<file path="src/rtl/sm3_pkg.sv">
// Shared constants and state encoding for the SM3 message padder.
package sm3_pkg;

    localparam int          SM3_BLK_WORDS = 16;
    localparam int          SM3_LEN_WIDX  = 14;
    localparam logic [7:0]  SM3_PAD_BYTE  = 8'h80;
    localparam logic [3:0]  SM3_LAST_FILL = 4'(SM3_LEN_WIDX - 1);

    typedef enum logic [2:0] {
        IDLE,
        DATA,
        PAD80,
        ZERO,
        LEN_HI,
        LEN_LO
    } pad_st_e;

    function automatic logic [2:0] f_popcnt4(input logic [3:0] v);
        return 3'(v[0]) + 3'(v[1]) + 3'(v[2]) + 3'(v[3]);
    endfunction

endpackage

</file>
<file path="src/rtl/sm3_pad_core.sv">
// SM3 message padder: byte-granular message beats in, padded 16-word blocks out
// (0x80 marker, zero fill, 64-bit big-endian bit length).
module sm3_pad_core
    import sm3_pkg::*;
#(
    parameter int CNT_W = 61
) (
    input  logic        clk,
    input  logic        rst,
    input  logic [31:0] msg_inpt_d_i,
    input  logic [3:0]  msg_inpt_byte_vld_i,
    input  logic        msg_inpt_vld_i,
    input  logic        msg_inpt_lst_i,
    output logic        msg_inpt_rdy_o,
    output logic [31:0] pad_otpt_d_o,
    output logic        pad_otpt_vld_o,
    output logic        pad_otpt_lst_o,
    input  logic        pad_otpt_rdy_i
);

    // Keep valid bytes of the final beat, zero the rest, drop 0x80 into byte k.
    function automatic logic [31:0] f_pad_last(input logic [31:0] d, input logic [2:0] k);
        logic [31:0] w;
        case (k)
            3'd0:    w = {SM3_PAD_BYTE, 24'h0};
            3'd1:    w = {d[31:24], SM3_PAD_BYTE, 16'h0};
            3'd2:    w = {d[31:16], SM3_PAD_BYTE, 8'h0};
            3'd3:    w = {d[31:8], SM3_PAD_BYTE};
            default: w = d;
        endcase
        return w;
    endfunction

    pad_st_e            r_state;
    pad_st_e            w_state_nxt;
    logic [3:0]         r_widx;
    logic [CNT_W-1:0]   r_byte_cnt;

    logic [31:0]        r_otpt_d_p1;
    logic               r_otpt_lst_p1;
    logic               r_otpt_vld_p1;

    logic               w_load_ok;
    logic               w_acc;
    logic               w_load;
    logic [31:0]        w_word;
    logic               w_word_lst;
    logic [2:0]         w_cnt_add;
    logic               w_clr_cnt;
    logic [2:0]         w_k;
    logic [63:0]        w_len;

    assign w_load_ok      = !r_otpt_vld_p1 | pad_otpt_rdy_i;
    assign msg_inpt_rdy_o = !rst & ((r_state == IDLE) | (r_state == DATA)) & w_load_ok;
    assign w_acc          = msg_inpt_vld_i & msg_inpt_rdy_o;
    assign w_k            = f_popcnt4(msg_inpt_byte_vld_i);
    // Bit length wraps mod 2^64 by construction of the shift.
    assign w_len          = {{(64 - CNT_W){1'b0}}, r_byte_cnt} << 3;

    assign pad_otpt_d_o   = r_otpt_d_p1;
    assign pad_otpt_vld_o = r_otpt_vld_p1;
    assign pad_otpt_lst_o = r_otpt_lst_p1;

    always_comb begin
        w_state_nxt = r_state;
        w_load      = 1'b0;
        w_word      = 32'h0;
        w_word_lst  = 1'b0;
        w_cnt_add   = 3'd0;
        w_clr_cnt   = 1'b0;
        case (r_state)
            IDLE, DATA: begin
                if (w_acc) begin
                    w_load    = 1'b1;
                    w_cnt_add = w_k;
                    if (!msg_inpt_lst_i) begin
                        w_word      = msg_inpt_d_i;
                        w_state_nxt = DATA;
                    end else if (w_k == 3'd4) begin
                        w_word      = msg_inpt_d_i;
                        w_state_nxt = PAD80;
                    end else begin
                        w_word      = f_pad_last(msg_inpt_d_i, w_k);
                        w_state_nxt = (r_widx == SM3_LAST_FILL) ? LEN_HI : ZERO;
                    end
                end
            end
            PAD80: begin
                if (w_load_ok) begin
                    w_load      = 1'b1;
                    w_word      = {SM3_PAD_BYTE, 24'h0};
                    w_state_nxt = (r_widx == SM3_LAST_FILL) ? LEN_HI : ZERO;
                end
            end
            ZERO: begin
                // Marker past word 13 spills the fill into an extra block via widx wrap.
                if (w_load_ok) begin
                    w_load = 1'b1;
                    if (r_widx == SM3_LAST_FILL) begin
                        w_state_nxt = LEN_HI;
                    end
                end
            end
            LEN_HI: begin
                if (w_load_ok) begin
                    w_load      = 1'b1;
                    w_word      = w_len[63:32];
                    w_state_nxt = LEN_LO;
                end
            end
            LEN_LO: begin
                if (w_load_ok) begin
                    w_load      = 1'b1;
                    w_word      = w_len[31:0];
                    w_word_lst  = 1'b1;
                    w_clr_cnt   = 1'b1;
                    w_state_nxt = IDLE;
                end
            end
            default: w_state_nxt = IDLE;
        endcase
    end

    // Output register stage
    always_ff @(posedge clk) begin
        if (rst) begin
            r_state       <= IDLE;
            r_widx        <= 4'd0;
            r_byte_cnt    <= '0;
            r_otpt_d_p1   <= 32'h0;
            r_otpt_lst_p1 <= 1'b0;
            r_otpt_vld_p1 <= 1'b0;
        end else begin
            r_state <= w_state_nxt;
            if (w_load) begin
                r_otpt_d_p1   <= w_word;
                r_otpt_lst_p1 <= w_word_lst;
                r_otpt_vld_p1 <= 1'b1;
                r_widx        <= r_widx + 4'd1;
            end else if (pad_otpt_rdy_i) begin
                r_otpt_vld_p1 <= 1'b0;
                r_otpt_lst_p1 <= 1'b0;
            end
            if (w_clr_cnt) begin
                r_byte_cnt <= '0;
            end else begin
                r_byte_cnt <= r_byte_cnt + CNT_W'(w_cnt_add);
            end
        end
    end

endmodule

</file>
<file path="config.mk">
export PLATFORM = sky130hd
export DESIGN_NAME = sm3_pad_core
export DESIGN_NICKNAME = d
export VERILOG_FILES = /design/src/rtl/sm3_pkg.sv /design/src/rtl/sm3_pad_core.sv
export SDC_FILE = /design/constraint.sdc
export NUM_CORES = 1
export LEC_CHECK = 0
export CORE_ASPECT_RATIO = 2
export CORE_MARGIN = 5
export CORE_UTILIZATION = 30
export DETAILED_ROUTE_END_ITERATION = 10
export GPL_TIMING_DRIVEN = 1
export SLEW_MARGIN = 30
export SYNTH_ARGS = -nofsm -noshare
export SYNTH_HDL_FRONTEND = slang
export SYNTH_SLANG_ARGS = --single-unit
</file>
<file path="constraint.sdc">
create_clock -name clk -period 4.4 [get_ports clk]
set_input_delay 0.44 -clock clk [delete_from_list [all_inputs] [get_ports clk]]
set_output_delay 0.44 -clock clk [all_outputs]
set_load 0.05 [all_outputs]
</file>
==> run_results.csv <==
group,metric,value,unit
timing,maxSlewViolCount,0,
route,antenna_left,0,
synthesis,ys_warn_count,0,
route,drcViolationCount,0,
floorplan,die_h,194,µm
timing,finalHoldViolCount,0,
timing,rsz0062_at_grt,"false",
timing,slew-limit-headroom,0.495,
worst_setup_path,startpoint,"msg_inpt_byte_vld_i[0]",
worst_setup_path,crit_type,"primary input to register",
status,status,"completed",
synthesis,synth_edf_count,0,
synthesis,ys_types,53,
hold_path,hold_start,"pad_otpt_d_o[5]$_SDFFE_PP0P_",
global_routing,grt_usage,0.160,
worst_setup_path,endpoint_kind,"register",
route,drtPass1Iterations,5,
global_routing,grt_pass1_wl,25000,µm
clocking,clk_pin_slew,0.08,ns
global_routing,grt_max_degree,58,
synthesis,syn_avg_cell_area,8.76,µm²
floorplan,initial_core_util,0.304,
timing,setup_viol,0,
global_routing,grt_antenna_before_repair,0,
synthesis,yosys.area.top_type,"dfxtp_1",
cells_and_area,multi_input_area,2840,µm²
floorplan,ioPinCount,76,
timing,setup_tns,0,ns
clocking,cts_tree,"yes",
timing,clock_skew,0.0102,ns
synthesis,yosys-top-cells-area,"dfxtp_1, a222oi_1, o2bb2ai_1, nor2_1, a21oi_1",
synthesis,yosysTopAreaCellShare,0.403,
cells_and_area,nets,701,
power,irDropWorstVdd,0.184,mV
route,drtIter0Drc,328,
cells_and_area,layout_commonest_cell,"dfxtp_1",
floorplan,die-area,19800,µm²
synthesis,async_flop_share,0,
clocking,clockRootBuffer,"clkbuf_16",
clocking,clk_latency,0.36,ns
cells_and_area,ff_latch_area,2040,µm²
floorplan,num_rows,67,
timing,fin_crit_sh,0.815,
route,num_vias,4775,
timing,fmax,279,MHz
timing,finalCriticalPeriod,3.58,ns
worst_setup_path,crit_path_start_kind,"primary input",
clocking,hold_buffers,0,
route,vias_per_cell,5.57,
route,wire_per_inst,18.2,µm
worst_setup_path,critPathRequiredTime,4.69,ns
timing,worst_pin_slew,0.751,ns
worst_setup_path,crit_path_max_fanout,18,
cells_and_area,finish.instance_area,6340,µm²
clocking,cts_resized,0,
clocking,h-tree-depth,3,
synthesis,synth_cells,579,
power,powerDensity,316,nW/µm²
synthesis,ys_seq_elements,102,
cells_and_area,diodes,0,
hold_path,hold_class,"register to register",
clocking,cts_buffers,9,
floorplan,core-area,16700,µm²
cells_and_area,final_cell_mix,"dfxtp_1, clkdlybuf4s50_1, nor2_1",
worst_setup_path,r2r-start,"r_state[1]$_SDFFE_PP0P_",
clocking,cts_sinks,102,
worst_setup_path,cp.arrival,3.87,ns
global_routing,grt_pass1_vias,4777,
cells_and_area,layout-drive-gt1-share,0.0707,
placed_design,post-dp-hpwl,11800,µm
synthesis,syn-num-nets,633,
placed_design,port_buffers,75,
synthesis,synthFlopType,"dfxtp_1",
placed_design,globalplace.congestion,0.861,
run,drv_cap,0,
cells_and_area,n_fill_cell,1648,
synthesis,synth_area,5070,µm²
power,p_leak,2.07,nW
clocking,max-clock-path-buffers,2,
placed_design,dpl_cell_area,6070,µm²
floorplan,die_w,102,µm
cells_and_area,area_growth,25.0,%
synthesis,ys_seq_area_frac,0.403,
global_routing,grt_remaining_overflow,0,
clocking,cts_setup_buffers,0,
route,wl,15600,µm
state kept, by name (all words and copies together), names as in the netlist:
name / cells
pad_otpt_lst_o: 1
r_state: 3
r_widx: 4
pad_otpt_vld_o: 1
pad_otpt_d_o: 32
r_byte_cnt: 61
where the power goes:
group	switching, mW	internal [mW]	leakage (nW)
Clock	0.379	0.386	0.132
Sequential	0.0203	0.941	0.823
Combinational	0.165	0.115	1.12
area by class of cell:
class,instances,share of cell area
Multi-Input combinational cell,427,0.448
Sequential cell,102,0.322
Timing Repair Buffer,89,0.135
Tap cell,207,0.0409
Clock buffer,9,0.0355
Inverter,18,0.0107
Clock inverter,6,0.00750
metrics by stage:
| step | hold slack [ns] | setup WS [ns] | std cells | util | power [mW] |
|---|---|---|---|---|---|
| 6_report | 0.453 | 0.816 | 858 | 0.380 | 2.01 |
| 5_1_grt | 0.468 | 0.531 | 858 | 0.380 | 2.09 |
| 4_1_cts | 0.456 | 0.774 | 858 | 0.380 | 2.02 |
| 3_5_place_dp | 0.445 | 0.408 | 843 | 0.364 | 1.26 |
| 3_3_place_gp | 0.444 | 0.458 | 843 | 0.364 | 1.26 |
| 2_1_floorplan | 0.464 | 1.01 | 579 | - | 1.15 |
critical path, cell delays in order:
cell and delay [ns]:
clkdlybuf4s50_1 0.45, inv_1 0.05, fa_1 0.53, inv_1 0.04, ha_1 0.21, ha_1 0.41
and2_1 0.23, fa_1 0.23, a21o_1 0.14, and3_1 0.27, nand3_1 0.10, buf_4 0.21
or4_1 0.42, a21oi_1 0.15
cells by family after synthesis:
kind of cell / synth area share
DFF: 0.403
muxes: 0.00197
adders and majority gates: 0.0350
and+or+nand+nor: 0.239
buffers and inverters: 0.0385
AOI/OAI and AO/OA: 0.220
xor gates and xnor gates: 0.0622
cells in the mapped netlist, drive strengths merged, types with 14 or more instances:
master,instances
clkbuf,30
a222oi,27
inv,18
xor2,14
o21ai,29
or3,24
nand4,23
nor2,54
nand3,24
nand2,24
a21oi,40
o2bb2ai,26
xnor2,22
dfxtp,102
layer usage:
layer | part of all wire | wire length, µm | track usage
met1 | 0.39 | 6020 | 0.180
met2 | 0.52 | 8100 | 0.280
met3 | 0.053 | 826 | 0.0338
met4 | 0.044 | 683 | 0.0788
met5 | 0 | 0 | 0
path summary, 6_finish.rpt:
check / cells after the start / endpoint / slack [ns]
hold reg to reg: 2 / pad_otpt_d_o[5]$_SDFFE_PP0P_ / 0.45
setup reg to reg: 12 / r_byte_cnt[59]$_SDFF_PP0_ / 1.18
hold / removal: 2 / pad_otpt_d_o[5]$_SDFFE_PP0P_ / 0.45
setup / recovery: 14 / r_byte_cnt[58]$_SDFF_PP0_ / 0.82
Power figures use the tool's default switching activity.
